--- src/rtl/reduce_pkg.sv ---
// Shared op encoding and padding helper for the pipelined N-way reduction unit.
package reduce_pkg;

    typedef logic [1:0] reduce_op_t;

    localparam reduce_op_t OP_OR  = 2'b00;
    localparam reduce_op_t OP_AND = 2'b01;
    localparam reduce_op_t OP_XOR = 2'b10;
    localparam reduce_op_t OP_NOR = 2'b11;

    // Value that leaves the reduction unchanged; NOR pads as OR since it is an inverted OR tree.
    function automatic logic identity_bit(input reduce_op_t op);
        return (op == OP_AND);
    endfunction

endpackage

--- src/rtl/reduce_stage.sv ---
// One registered tree level: folds IN_W bits to IN_W/2 using the op carried with the word.
module reduce_stage
    import reduce_pkg::*;
#(
    parameter int IN_W = 2,
    parameter bit LAST = 1'b0
) (
    input  logic              clk,
    input  logic              reset,
    input  logic              advance,
    input  logic [IN_W-1:0]   in_data,
    input  reduce_op_t        in_op,
    input  logic              in_valid,
    output logic [IN_W/2-1:0] out_data,
    output reduce_op_t        out_op,
    output logic              out_valid
);

    localparam int OUT_W = IN_W / 2;

    logic [OUT_W-1:0] folded;

    always_comb begin
        folded = '0;
        for (int i = 0; i < OUT_W; i++) begin
            case (in_op)
                OP_AND:  folded[i] = in_data[2*i] & in_data[2*i+1];
                OP_XOR:  folded[i] = in_data[2*i] ^ in_data[2*i+1];
                default: folded[i] = in_data[2*i] | in_data[2*i+1];
            endcase
        end
        // NOR runs as an OR tree all the way down and flips only at the root.
        if (LAST && (in_op == OP_NOR)) begin
            folded = ~folded;
        end
    end

    always_ff @(posedge clk or posedge reset) begin
        if (reset) begin
            out_data  <= '0;
            out_op    <= OP_OR;
            out_valid <= 1'b0;
        end else if (advance) begin
            out_data  <= folded;
            out_op    <= in_op;
            out_valid <= in_valid;
        end
    end

endmodule

--- src/rtl/reduce_nway_pipe.sv ---
// Pipelined WIDTH-input OR/AND/XOR/NOR reduction with valid/ready backpressure.
// Optional sticky result accumulator is built when STICKY_ACC_EN is defined.
module reduce_nway_pipe
    import reduce_pkg::*;
#(
    parameter int WIDTH = 16
) (
    input  logic             clk,
    input  logic             reset,
    input  logic [WIDTH-1:0] in_data,
    input  reduce_op_t       in_op,
    input  logic             in_valid,
    output logic             in_ready,
    output logic             out_data,
    output reduce_op_t       out_op,
    output logic             out_valid,
    input  logic             out_ready,
    input  logic             acc_clear,
    output logic             acc_out
);

    localparam int LEVELS = (WIDTH > 1) ? $clog2(WIDTH) : 1;
    localparam int PAD_W  = 1 << LEVELS;
    localparam int TREE_W = 2 * PAD_W - 1;

    // All levels packed in one vector: level j starts at bit 2*PAD_W - 2*(PAD_W >> j).
    logic [TREE_W-1:0] tree_data;
    reduce_op_t        lvl_op [0:LEVELS];
    logic [LEVELS:0]   lvl_valid;
    logic [PAD_W-1:0]  padded;
    logic              advance;

    assign advance  = !out_valid || out_ready;
    assign in_ready = advance;

    always_comb begin
        padded = {PAD_W{identity_bit(in_op)}};
        padded[WIDTH-1:0] = in_data;
    end

    assign tree_data[PAD_W-1:0] = padded;
    assign lvl_op[0]            = in_op;
    assign lvl_valid[0]         = in_valid;

    for (genvar k = 1; k <= LEVELS; k++) begin : g_level
        localparam int IN_W    = PAD_W >> (k - 1);
        localparam int IN_OFF  = 2 * PAD_W - 2 * IN_W;
        localparam int OUT_OFF = 2 * PAD_W - IN_W;

        reduce_stage #(
            .IN_W (IN_W),
            .LAST (k == LEVELS)
        ) u_stage (
            .clk       (clk),
            .reset     (reset),
            .advance   (advance),
            .in_data   (tree_data[IN_OFF +: IN_W]),
            .in_op     (lvl_op[k-1]),
            .in_valid  (lvl_valid[k-1]),
            .out_data  (tree_data[OUT_OFF +: IN_W/2]),
            .out_op    (lvl_op[k]),
            .out_valid (lvl_valid[k])
        );
    end

    assign out_data  = tree_data[TREE_W-1];
    assign out_op    = lvl_op[LEVELS];
    assign out_valid = lvl_valid[LEVELS];

`ifdef STICKY_ACC_EN
    always_ff @(posedge clk or posedge reset) begin
        if (reset) begin
            acc_out <= 1'b0;
        end else if (acc_clear) begin
            acc_out <= 1'b0;
        end else if (out_valid && out_ready) begin
            acc_out <= acc_out | out_data;
        end
    end
`else
    logic unused_acc_clear;
    assign unused_acc_clear = acc_clear;
    assign acc_out          = 1'b0;
`endif

endmodule

--- config.mk ---
export PLATFORM = sky130hd
export DESIGN_NAME = reduce_nway_pipe
export DESIGN_NICKNAME = d
export VERILOG_FILES = /design/src/rtl/reduce_pkg.sv /design/src/rtl/reduce_stage.sv /design/src/rtl/reduce_nway_pipe.sv
export SDC_FILE = /design/constraint.sdc
export NUM_CORES = 1
export LEC_CHECK = 0
export ABC_AREA = 1
export BUFFER_PORTS_ARGS = -buffer_cell sky130_fd_sc_hd__buf_2
export CORE_MARGIN = 5
export CORE_UTILIZATION = 52
export CTS_CLUSTER_DIAMETER = 40
export DETAILED_ROUTE_END_ITERATION = 8
export PLACE_DENSITY = 0.78
export SLEW_MARGIN = 20
export SYNTH_ARGS = -nofsm -noshare
export SYNTH_HDL_FRONTEND = slang
export SYNTH_SLANG_ARGS = --single-unit
--- constraint.sdc ---
create_clock -name clk -period 1.2 [get_ports clk]
set_input_delay 0.06 -clock clk [delete_from_list [all_inputs] [get_ports clk]]
set_output_delay 0.06 -clock clk [all_outputs]
set_load 0.01 [all_outputs]
==> results of run 1 <==
layout make-up:
type / count / share of cell area
flip-flops and latches: 27 / 0.2805
multi-input cells: 162 / 0.4811
well taps: 48 / 0.02488
repair buffers: 43 / 0.1203
clock buffers: 4 / 0.01866
inverters: 48 / 0.07465
timing repair:
item	CTS	global route
buffers inserted	1	5
endpoints found under the setup margin	20	15
pin swaps	2	7
gates cloned	2	0
gates resized for setup	5	18
hold buffers	1	0
endpoints found under the hold margin	27	0
worst paths after layout:
| check | to | slack (ps) | depth (start not counted) |
|---|---|---|---|
| min in group asynchronous | g_level[1].u_stage.out_op[0] | 380 | 4 |
| max in group asynchronous | g_level[3].u_stage.out_op[1] | 540 | 4 |
| worst max-delay path | g_level[4].u_stage.out_data | -20 | 6 |
| worst max register to register | g_level[4].u_stage.out_data | -20 | 6 |
| worst min-delay path | g_level[1].u_stage.out_valid | 3 | 3 |
| worst min register to register | g_level[4].u_stage.out_valid | 460 | 2 |
Yosys cell counts:
| cell type | count | area share |
|---|---|---|
| nand2_1 | 61 | 0.12 |
| o21ai_0 | 10 | 0.025 |
| inv_1 | 47 | 0.089 |
| o21ai_2 | 12 | 0.053 |
| or2_4 | 1 | 0.0044 |
| buf_2 | 2 | 0.0050 |
| buf_6 | 3 | 0.017 |
| buf_4 | 1 | 0.0038 |
| nand3_1 | 31 | 0.078 |
| dfrtp_1 | 27 | 0.34 |
| nand3_2 | 1 | 0.0050 |
| or2_2 | 1 | 0.0031 |
| buf_1 | 1 | 0.0019 |
| ha_1 | 39 | 0.25 |
| o21ai_1 | 3 | 0.0075 |
| clkbuf_1 | 2 | 0.0038 |
| conb_1 | 1 | 0.0019 |
| inv_2 | 1 | 0.0019 |
per-layer routing:
layer  part of all wire  up-vias
met5                  0        -
met4              0.017        0
met3              0.034        8
met2               0.49       24
met1               0.46      773
li1                   -      833
kinds of logic (layout without fill, tap and decap cells):
family / Yosys count / count (layout)
AND/OR/NAND/NOR: 95 / 97
buffers and inverters: 57 / 95
other: 1 / 1
adder cells (fa/ha/maj): 39 / 39
AO/OA/AOI/OAI: 25 / 25
flip-flops: 27 / 27
sequential cells by signal (all words and copies together) (netlist names):
register                   flops
g_level.u_stage.out_data      15
g_level.u_stage.out_op         8
g_level.u_stage.out_valid      4
layout by cell type (no fill, tap or decap), drive strengths merged:
cell / instances
ha: 39
or2: 4
buf: 42
conb: 1
dfrtp: 27
nand3: 32
clkbuf: 4
o21ai: 25
dlygate4sd3: 1
nand2: 61
inv: 48
metrics by stage:
| stage | worst slack (ps) | utilization | TNS [ps] |
|---|---|---|---|
| after floorplan | 26.45 | - | 0 |
| after global placement | -59.82 | 0.5963 | -306.6 |
| after detailed placement | -103.0 | 0.5963 | -646.4 |
| after CTS | -29.74 | 0.6225 | -38.99 |
| after global routing | -85.04 | 0.6543 | -135.1 |
| final | -20.22 | 0.6543 | -20.22 |
critical path, cell delays in order, from the launching register on:
cell and delay [ps]:
dfrtp_2 440, ha_4 280, inv_2 40, or2_4 220, nand3_2 70, nand3_2 60
nand2_1 60
power breakdown:
part           internal (uW)  switching, uW  leakage [uW]
Combinational           1290           1420      0.000980
Sequential              1310            270      0.000324
Clock                    238            272     0.0000228
==> metrics.md, run 1 <==
| Metric | Value |
|---|---|
| Status | `complete, but fails checks` |
| Failing checks | `setup timing` |
| Area grow syn2layout | `21.32%` |
| Synth Area in XOR/XNOR | `0` |
| Crit path max fanout | `3` |
| # clock sinks | `27` |
| Num CTS Buffers | `3` |
| Clk pin slew, worst setup/hold paths | `80 ps` |
| Worst setup SP type | `register` |
| Largest family of logic cells by synthesized area | `adder cells` |
| DP Area | `2200 sq um` |
| Hold Crit Class | `input port to register` |
| RSZ-0062 raised after global routing | `yes` |
| Worst hold path startpoint | `in_valid` |
| Total global-route track usage | `0.1616` |
| Yosys reg bits | `27` |
| Area used by multi-input combinational logic | `1161 sq um` |
| Post-synthesis sequential area ratio | `0.3396` |
| Max-slew violations | `0` |
| Crit path from | `g_level[3].u_stage.out_op[1]` |
| Placed cell count | `319` |
| Static Leak | `0.001327 uW` |
| Worst Path Arrival | `1430 ps` |
| Clk Latency, worst-skew pair | `270 ps` |
| Longest Clk Path Bufs | `2` |
| Number of core rows | `22` |
| First-pass GRT wire length | `6755 um` |
| Worst EP required | `1410 ps` |
| CTS H-tree lvls | `1` |
| Met1 Usage GRT | `0.2068` |
| Busiest grt layer | `met2` |
| Compound-Gate Fraction of Synth Area | `0.08553` |
| Largest net degree at the start of global routing | `28` |
| Total Power | `4797 uW` |
| Final setup vio count | `1` |
| Vias in the first global route | `1588` |
| Post-synthesis cell count | `244` |
| Worst setup path category | `register to register` |
| Avg Cell Area, Syn | `8.153 sq um` |
| Initial antenna violation count | `0` |
| Final non-filler cell total | `332` |
| Core area | `3689 sq um` |
| CP Capture Type | `register` |
| Sequential cell area | `676.9 sq um` |
| Minimum clock period after layout | `1220 ps` |
| Avg Vias per Cell | `4.934` |
| Die Wd | `71.85 um` |
| Filler cells | `333` |
| I/O Buffers | `26` |
| Simple-gate share of the synthesized area | `0.2057` |
| Grt total ovfl | `0` |
| Share of cells above drive strength 1 | `0.2817` |
| CTS Root Cell | `clkbuf_8` |
| Pwr Density | `1987 nW/um^2` |
| Post-Synth Adder-Cell Area | `0.2453` |
| Antenna Nets Post-Route | `0` |
| Via count | `1638` |
| Area of the die | `5162 sq um` |
| Wire per inst | `12.12 um` |
| Drt pass-1 iters | `4` |
| GR Layer Usage met3 | `0.02104` |
| DP HPWL | `2589 um` |
| Max-cap violations | `0` |
| Ports | `29` |
| Initial Utilization | `0.5393` |
| Final wirelength | `4024 um` |
| CTS tree | `built` |
| Final Hold Fails | `0` |
| Die Ht | `71.85 um` |
| Syn_nets | `306` |
| Unique masters post-synth | `18` |
| Clock Skews | `6.803 ps` |
| FMAX | `0.8195 GHz` |
| Fin crit share | `1.017` |
| Routability cong. | `0.7561` |
| Peak VDD IR | `0.001226 V` |
| Final instance area | `2414 sq um` |
| DRC Markers | `0` |
| Synthesized area | `1989 sq um` |
| DR iter-0 viols | `51` |
| Antenna Cells | `0` |
| Worst r2r src | `g_level[3].u_stage.out_op[1]` |
| Setup slack after layout | `-20.22 ps` |
| Mux contribution to synthesized area | `0` |
| GR Util met2 | `0.2786` |
| Final hold slack | `2.576 ps` |
| Synthesis Warnings | `0` |
| Nets@finish | `347` |
Note: power is estimated with default switching activity, not from simulation.
==> run 2, diff against run 1 <==
PLACE_DENSITY = 0.76   (was 0.78)
==> metrics.md, run 2 (same netlist as run 1, synthesis figures left out) <==
| Metric | Value |
|---|---|
| CTS H-tree lvls | `1` |
| Final Hold Fails | `0` |
| Filler cells | `319` |
| Antenna Cells | `0` |
| Vias in the first global route | `1500` |
| Seq pwr share | `0.326` |
| Longest Clk Path Bufs | `2` |
| Grt total ovfl | `0` |
| Number of core rows | `22` |
| Core area | `3689 sq um` |
| Total Power | `4755 uW` |
| I/O Buffers | `26` |
| Top flop regs | `g_level.u_stage.out_data (15), g_level.u_stage.out_op (8), g_level.u_stage.out_valid (4)` |
| DP HPWL | `2527 um` |
| Static Leak | `0.001321 uW` |
| Sequential cell area | `675.6 sq um` |
| DR iter-0 viols | `82` |
| Worst r2r src | `g_level[3].u_stage.out_op[1]` |
| Psw | `1978 uW` |
| Max-slew violations | `0` |
| First-pass GRT wire length | `6223 um` |
| Worst setup path category | `register to register` |
| Drt pass-1 iters | `4` |
| Max reg flops | `15` |
| Routability cong. | `0.7506` |
| Peak VDD IR | `0.001151 V` |
| Hold Crit Class | `input port to register` |
| R2R setup slack | `-30 ps` |
| Clk pin slew, worst setup/hold paths | `90 ps` |
| DRC Markers | `0` |
| Final instance area | `2402 sq um` |
| CTS tree | `built` |
| Hold path depth | `3` |
| Worst EP required | `1410 ps` |
| Worst hold path startpoint | `in_op[0]` |
| Total global-route track usage | `0.1467` |
| Reg2reg path depth | `6` |
| Area of the die | `5162 sq um` |
| Share of cells above drive strength 1 | `0.2837` |
| RSZ-0062 raised after global routing | `yes` |
| Max-cap violations | `0` |
| Ports | `29` |
| FMAX | `0.8162 GHz` |
| Initial antenna violation count | `0` |
| Fraction of power spent switching nets | `0.4161` |
| Failing checks | `setup timing` |
| P_int | `2776 uW` |
| Combinational Power Share | `0.568` |
| Final wirelength | `3737 um` |
| Area used by multi-input combinational logic | `1182 sq um` |
| CTS Root Cell | `clkbuf_8` |
| Largest net degree at the start of global routing | `28` |
| Antenna Nets Post-Route | `0` |
| Clk Latency, worst-skew pair | `270 ps` |
| Worst Hold End | `g_level[1].u_stage.out_op[0]` |
| DP Area | `2177 sq um` |
| Status | `complete, but fails checks` |
| Num CTS Buffers | `3` |
| Die Wd | `71.85 um` |
| Wire per inst | `11.32 um` |
| Clock Skews | `7.707 ps` |
| Crit path max fanout | `3` |
| FF-to-FF End | `g_level[4].u_stage.out_data` |
| Worst setup SP type | `register` |
| Avg Vias per Cell | `5.033` |
| Largest register by flop count | `g_level.u_stage.out_data` |
| Setup slack after layout | `-25.17 ps` |
| # clock sinks | `27` |
| Most common cell after layout, fill and taps aside | `nand2_1` |
| Via count | `1661` |
| Commonest non-fill, non-tap cells in the layout | `nand2_1 (60), inv_1 (38), ha_1 (33)` |
| Initial Utilization | `0.5393` |
| Final setup vio count | `1` |
| Nets@finish | `345` |
| Worst Path Arrival | `1440 ps` |
| Area grow syn2layout | `20.75%` |
| Fin crit share | `1.021` |
| Die Ht | `71.85 um` |
| Clock network fraction of total power | `0.107` |
| CP Capture Type | `register` |
| Minimum clock period after layout | `1225 ps` |
| Pwr Density | `1979 nW/um^2` |
-- run 2: cell types whose count changed in the layout (fill, tap and decap cells not counted), moves of 2 or more --
cell	before	now
buf_6	4	1
nand3_1	30	27
nand3_2	2	5
o21ai_0	10	8
o21ai_1	3	5
or2_2	0	2
-- run 2: final cells by class --
type	count	share of cell area
timing repair buffer	40	0.1078
multi-input combinational	163	0.4922
sequential	27	0.2813
inverter	48	0.07500
clock buffer	4	0.01875
tap	48	0.02500
-- run 2: timing repair --
action                                  in CTS  in global routing
endpoints found under the hold margin       28                  0
endpoints found under the setup margin      20                 10
gates cloned                                 1                  2
gates resized for setup                      7                 17
pin swaps                                    4                  8
hold buffers                                 2                  0
setup buffers                                3                  2
-- run 2: how the worst max path moves through the flow --
stage | startpoint | endpoint | slack [ps] | depth (start not counted)
floorplan | g_level[1].u_stage.out_op[0] | g_level[2].u_stage.out_data[0] | 30 | 6
global placement | g_level[4].u_stage.out_valid | g_level[4].u_stage.out_op[1] | -80 | 5
detailed placement | g_level[4].u_stage.out_valid | g_level[2].u_stage.out_valid | -120 | 5
CTS | g_level[4].u_stage.out_valid | in_ready | -60 | 3
global route | g_level[3].u_stage.out_op[0] | g_level[4].u_stage.out_data | -100 | 8
finish | g_level[3].u_stage.out_op[1] | g_level[4].u_stage.out_data | -30 | 6
-- run 2: per-layer routing --
layer  GRT usage  part of all wire  up-vias
met4     0.03758            0.0091        0
met2      0.2520              0.50       22
met3     0.01683             0.028        4
met5           0                 0        -
li1            -                 -      835
met1      0.1953              0.47      800
-- run 2: power groups by stage --
stage	clock (uW)	sequential (uW)	combinational, uW
2_1_floorplan	0	1530	1630
3_3_place_gp	0	1520	2100
3_5_place_dp	0	1550	2150
4_1_cts	509	1520	2350
5_1_grt	560	1610	3090
6_report	507	1550	2700
-- run 2: stage by stage --
step           instances    util  setup TNS (ps)  worst slack [ps]  hold WS, ps
3_3_place_gp         316  0.5902          -441.8            -81.26        129.9
4_1_cts              326  0.6214          -82.92            -58.98        24.83
5_1_grt              330  0.6513          -104.1            -98.06        31.81
2_1_floorplan        244       -               0             26.45        112.7
3_5_place_dp         316  0.5902          -659.0            -119.6        146.1
6_report             330  0.6513          -25.17            -25.17        20.78
-- run 2: critical path, cell delays in order (launching register included) --
cell and delay (ps):
dfrtp_1 430, ha_4 290, inv_2 40, or2_4 220, nand3_2 80, nand3_2 50
nand2_1 60
==> run 3, diff against run 2 <==
RECOVER_POWER = 100   (was not set)
REMOVE_ABC_BUFFERS = 1   (was not set)
SKIP_LAST_GASP = 1   (was not set)
==> metrics.md, run 3 (same netlist as run 1, synthesis figures left out) <==
| Metric | Value |
|---|---|
| Final wirelength | `3936 um` |
| Worst slew pin tran | `656.6 ps` |
| Most common cell after layout, fill and taps aside | `nand2_1` |
| Setup tns final | `-340.6 ps` |
| Ports | `29` |
| Setup slack after layout | `-53.24 ps` |
| Area grow syn2layout | `22.83%` |
| Max-cap violations | `0` |
| Area of the die | `5162 sq um` |
| Max-slew violations | `0` |
| Die Ht | `71.85 um` |
| Clk pin slew, worst setup/hold paths | `90 ps` |
| Crit path max fanout | `2` |
| Clk Latency, worst-skew pair | `270 ps` |
| DR iter-0 viols | `54` |
| Cell chain of the critical path | `ha_4, inv_2, or2_4, nand3_2, nand3_2, nand2_1` |
| GR Util met2 | `0.2929` |
| # clock sinks | `27` |
| Busiest grt layer | `met2` |
| Fin crit share | `1.044` |
| CP Capture Point | `g_level[4].u_stage.out_data` |
| Number of core rows | `22` |
| Final setup vio count | `15` |
| Worst Path Arrival | `1470 ps` |
| Largest net degree at the start of global routing | `28` |
| Max reg flops | `15` |
| Placed cell count | `323` |
| Hold Crit Class | `input port to register` |
| DRC Markers | `0` |
| Share of cells above drive strength 1 | `0.2587` |
| Antenna Nets Post-Route | `0` |
| Met1 Usage GRT | `0.1766` |
| Failing checks | `setup timing` |
| DP HPWL | `2709 um` |
| Initial Utilization | `0.5393` |
| CTS H-tree lvls | `1` |
| Routability cong. | `0.7286` |
| CTS Root Cell | `clkbuf_8` |
| Cell mode on critical path | `nand3_2` |
| R2R setup slack | `-50 ps` |
| Final Hold Fails | `0` |
| Wire per inst | `11.78 um` |
| Slew margin rel. | `0.5622` |
| Highest-delay cell along the critical path | `dfrtp_1` |
| Core area | `3689 sq um` |
| Commonest non-fill, non-tap cells in the layout | `nand2_1 (58), inv_1 (43), ha_1 (37)` |
| Nets@finish | `349` |
| Fin util | `0.6625` |
| Top flop regs | `g_level.u_stage.out_data (15), g_level.u_stage.out_op (8), g_level.u_stage.out_valid (4)` |
| Status | `complete, but fails checks` |
| Crit path buffers/inverters | `1` |
| Worst setup path category | `register to register` |
| GR Layer Usage met3 | `0.01543` |
| Crit path from | `g_level[3].u_stage.out_op[1]` |
| I/O Buffers | `26` |
| Initial antenna violation count | `0` |
| RSZ-0062 raised after global routing | `yes` |
| Worst EP required | `1420 ps` |
| Longest Clk Path Bufs | `2` |
| FF-to-FF End | `g_level[4].u_stage.out_data` |
| Die Wd | `71.85 um` |
| First-pass GRT wire length | `6486 um` |
| Peak VDD IR | `0.0007040 V` |
| DP Area | `2247 sq um` |
| WP depth | `6` |
| Crit path largest cell delay | `440 ps` |
| Pwr Density | `1992 nW/um^2` |
| Avg Vias per Cell | `4.895` |
| Static Leak | `0.001366 uW` |
| Num CTS Buffers | `3` |
| Final instance area | `2444 sq um` |
| Reg2reg path depth | `6` |
| Grt total ovfl | `0` |
| Pre-CTS setup slack | `-48.79 ps` |
| Cell family with the largest share of critical-path delay | `flip-flops` |
| Final non-filler cell total | `334` |
| Largest register by flop count | `g_level.u_stage.out_data` |
| CTS tree | `built` |
| CP Capture Type | `register` |
| FMAX | `0.7979 GHz` |
| Worst r2r src | `g_level[3].u_stage.out_op[1]` |
| Antenna Cells | `0` |
| Drt pass-1 iters | `6` |
| Total global-route track usage | `0.1556` |
| Filler cells | `320` |
| Worst setup SP type | `register` |
| Via count | `1635` |
| Minimum clock period after layout | `1253 ps` |
| Vias in the first global route | `1596` |
| Clock Skews | `2.952 ps` |
-- run 3: cell types whose count changed in the layout (fill, tap and decap cells not counted), moves of 3 or more --
cell and delta:
buf_2 -3, clkbuf_1 +3, ha_1 +4, ha_4 -3, inv_1 +5, inv_2 -5
-- run 3: per-stage QoR --
step	hold slack [ps]	total power [uW]
final	35.11	4868
after global routing	46.57	5344
after CTS	32.86	4710
after detailed placement	140.4	3866
after global placement	129.2	3768
after floorplan	112.7	3036
-- run 3: tightest hold or removal path, delay by kind of cell --
| kind | cells | cell delay (ps) |
|---|---|---|
| AOI/OAI and AO/OA | 1 | 60 |
| and+or+nand+nor | 1 | 50 |
| buffers and inverters | 1 | 100 |
-- run 3: worst min path at each step --
stage               slack [ps]                             end      from  cells past startpoint
floorplan                  110  g_level[1].u_stage.out_data[0]     reset                      1
global placement           130    g_level[4].u_stage.out_op[0]     reset                      3
detailed placement         140    g_level[4].u_stage.out_op[0]     reset                      3
CTS                         30    g_level[1].u_stage.out_op[1]  in_op[1]                      3
global route                50    g_level[1].u_stage.out_op[1]  in_op[1]                      3
finish                      40    g_level[1].u_stage.out_op[1]  in_op[1]                      3
-- run 3: area by class of cell --
class	instances	area, sq um	area share
multi-input cells	160	1126	0.4608
flip-flops and latches	27	675.6	0.2765
well taps	48	60.06	0.02458
repair buffers	47	356.6	0.1459
inverters	48	180.2	0.07373
clock buffers	4	45.04	0.01843
-- run 3: metal layers --
| metal | share of wire | routed length [um] |
|---|---|---|
| met5 | 0 | 0 |
| met4 | 0.015 | 60 |
| met3 | 0.029 | 116 |
| met2 | 0.54 | 2135 |
| met1 | 0.41 | 1624 |
-- run 3: what timing repair did --
action / CTS / global route
pin swaps: 6 / 8
cloned: 1 / 1
hold endpoints to repair: 28 / 0
endpoints found under the setup margin: 3 / 26
gates resized for setup: 11 / 12
hold buffers: 2 / 0
setup buffers: 3 / 0
-- run 3: power breakdown --
part | leakage, uW | internal, uW | switching [uW]
Clock | 0.0000228 | 238 | 276
Combinational | 0.00102 | 1340 | 1480
Sequential | 0.000325 | 1300 | 227
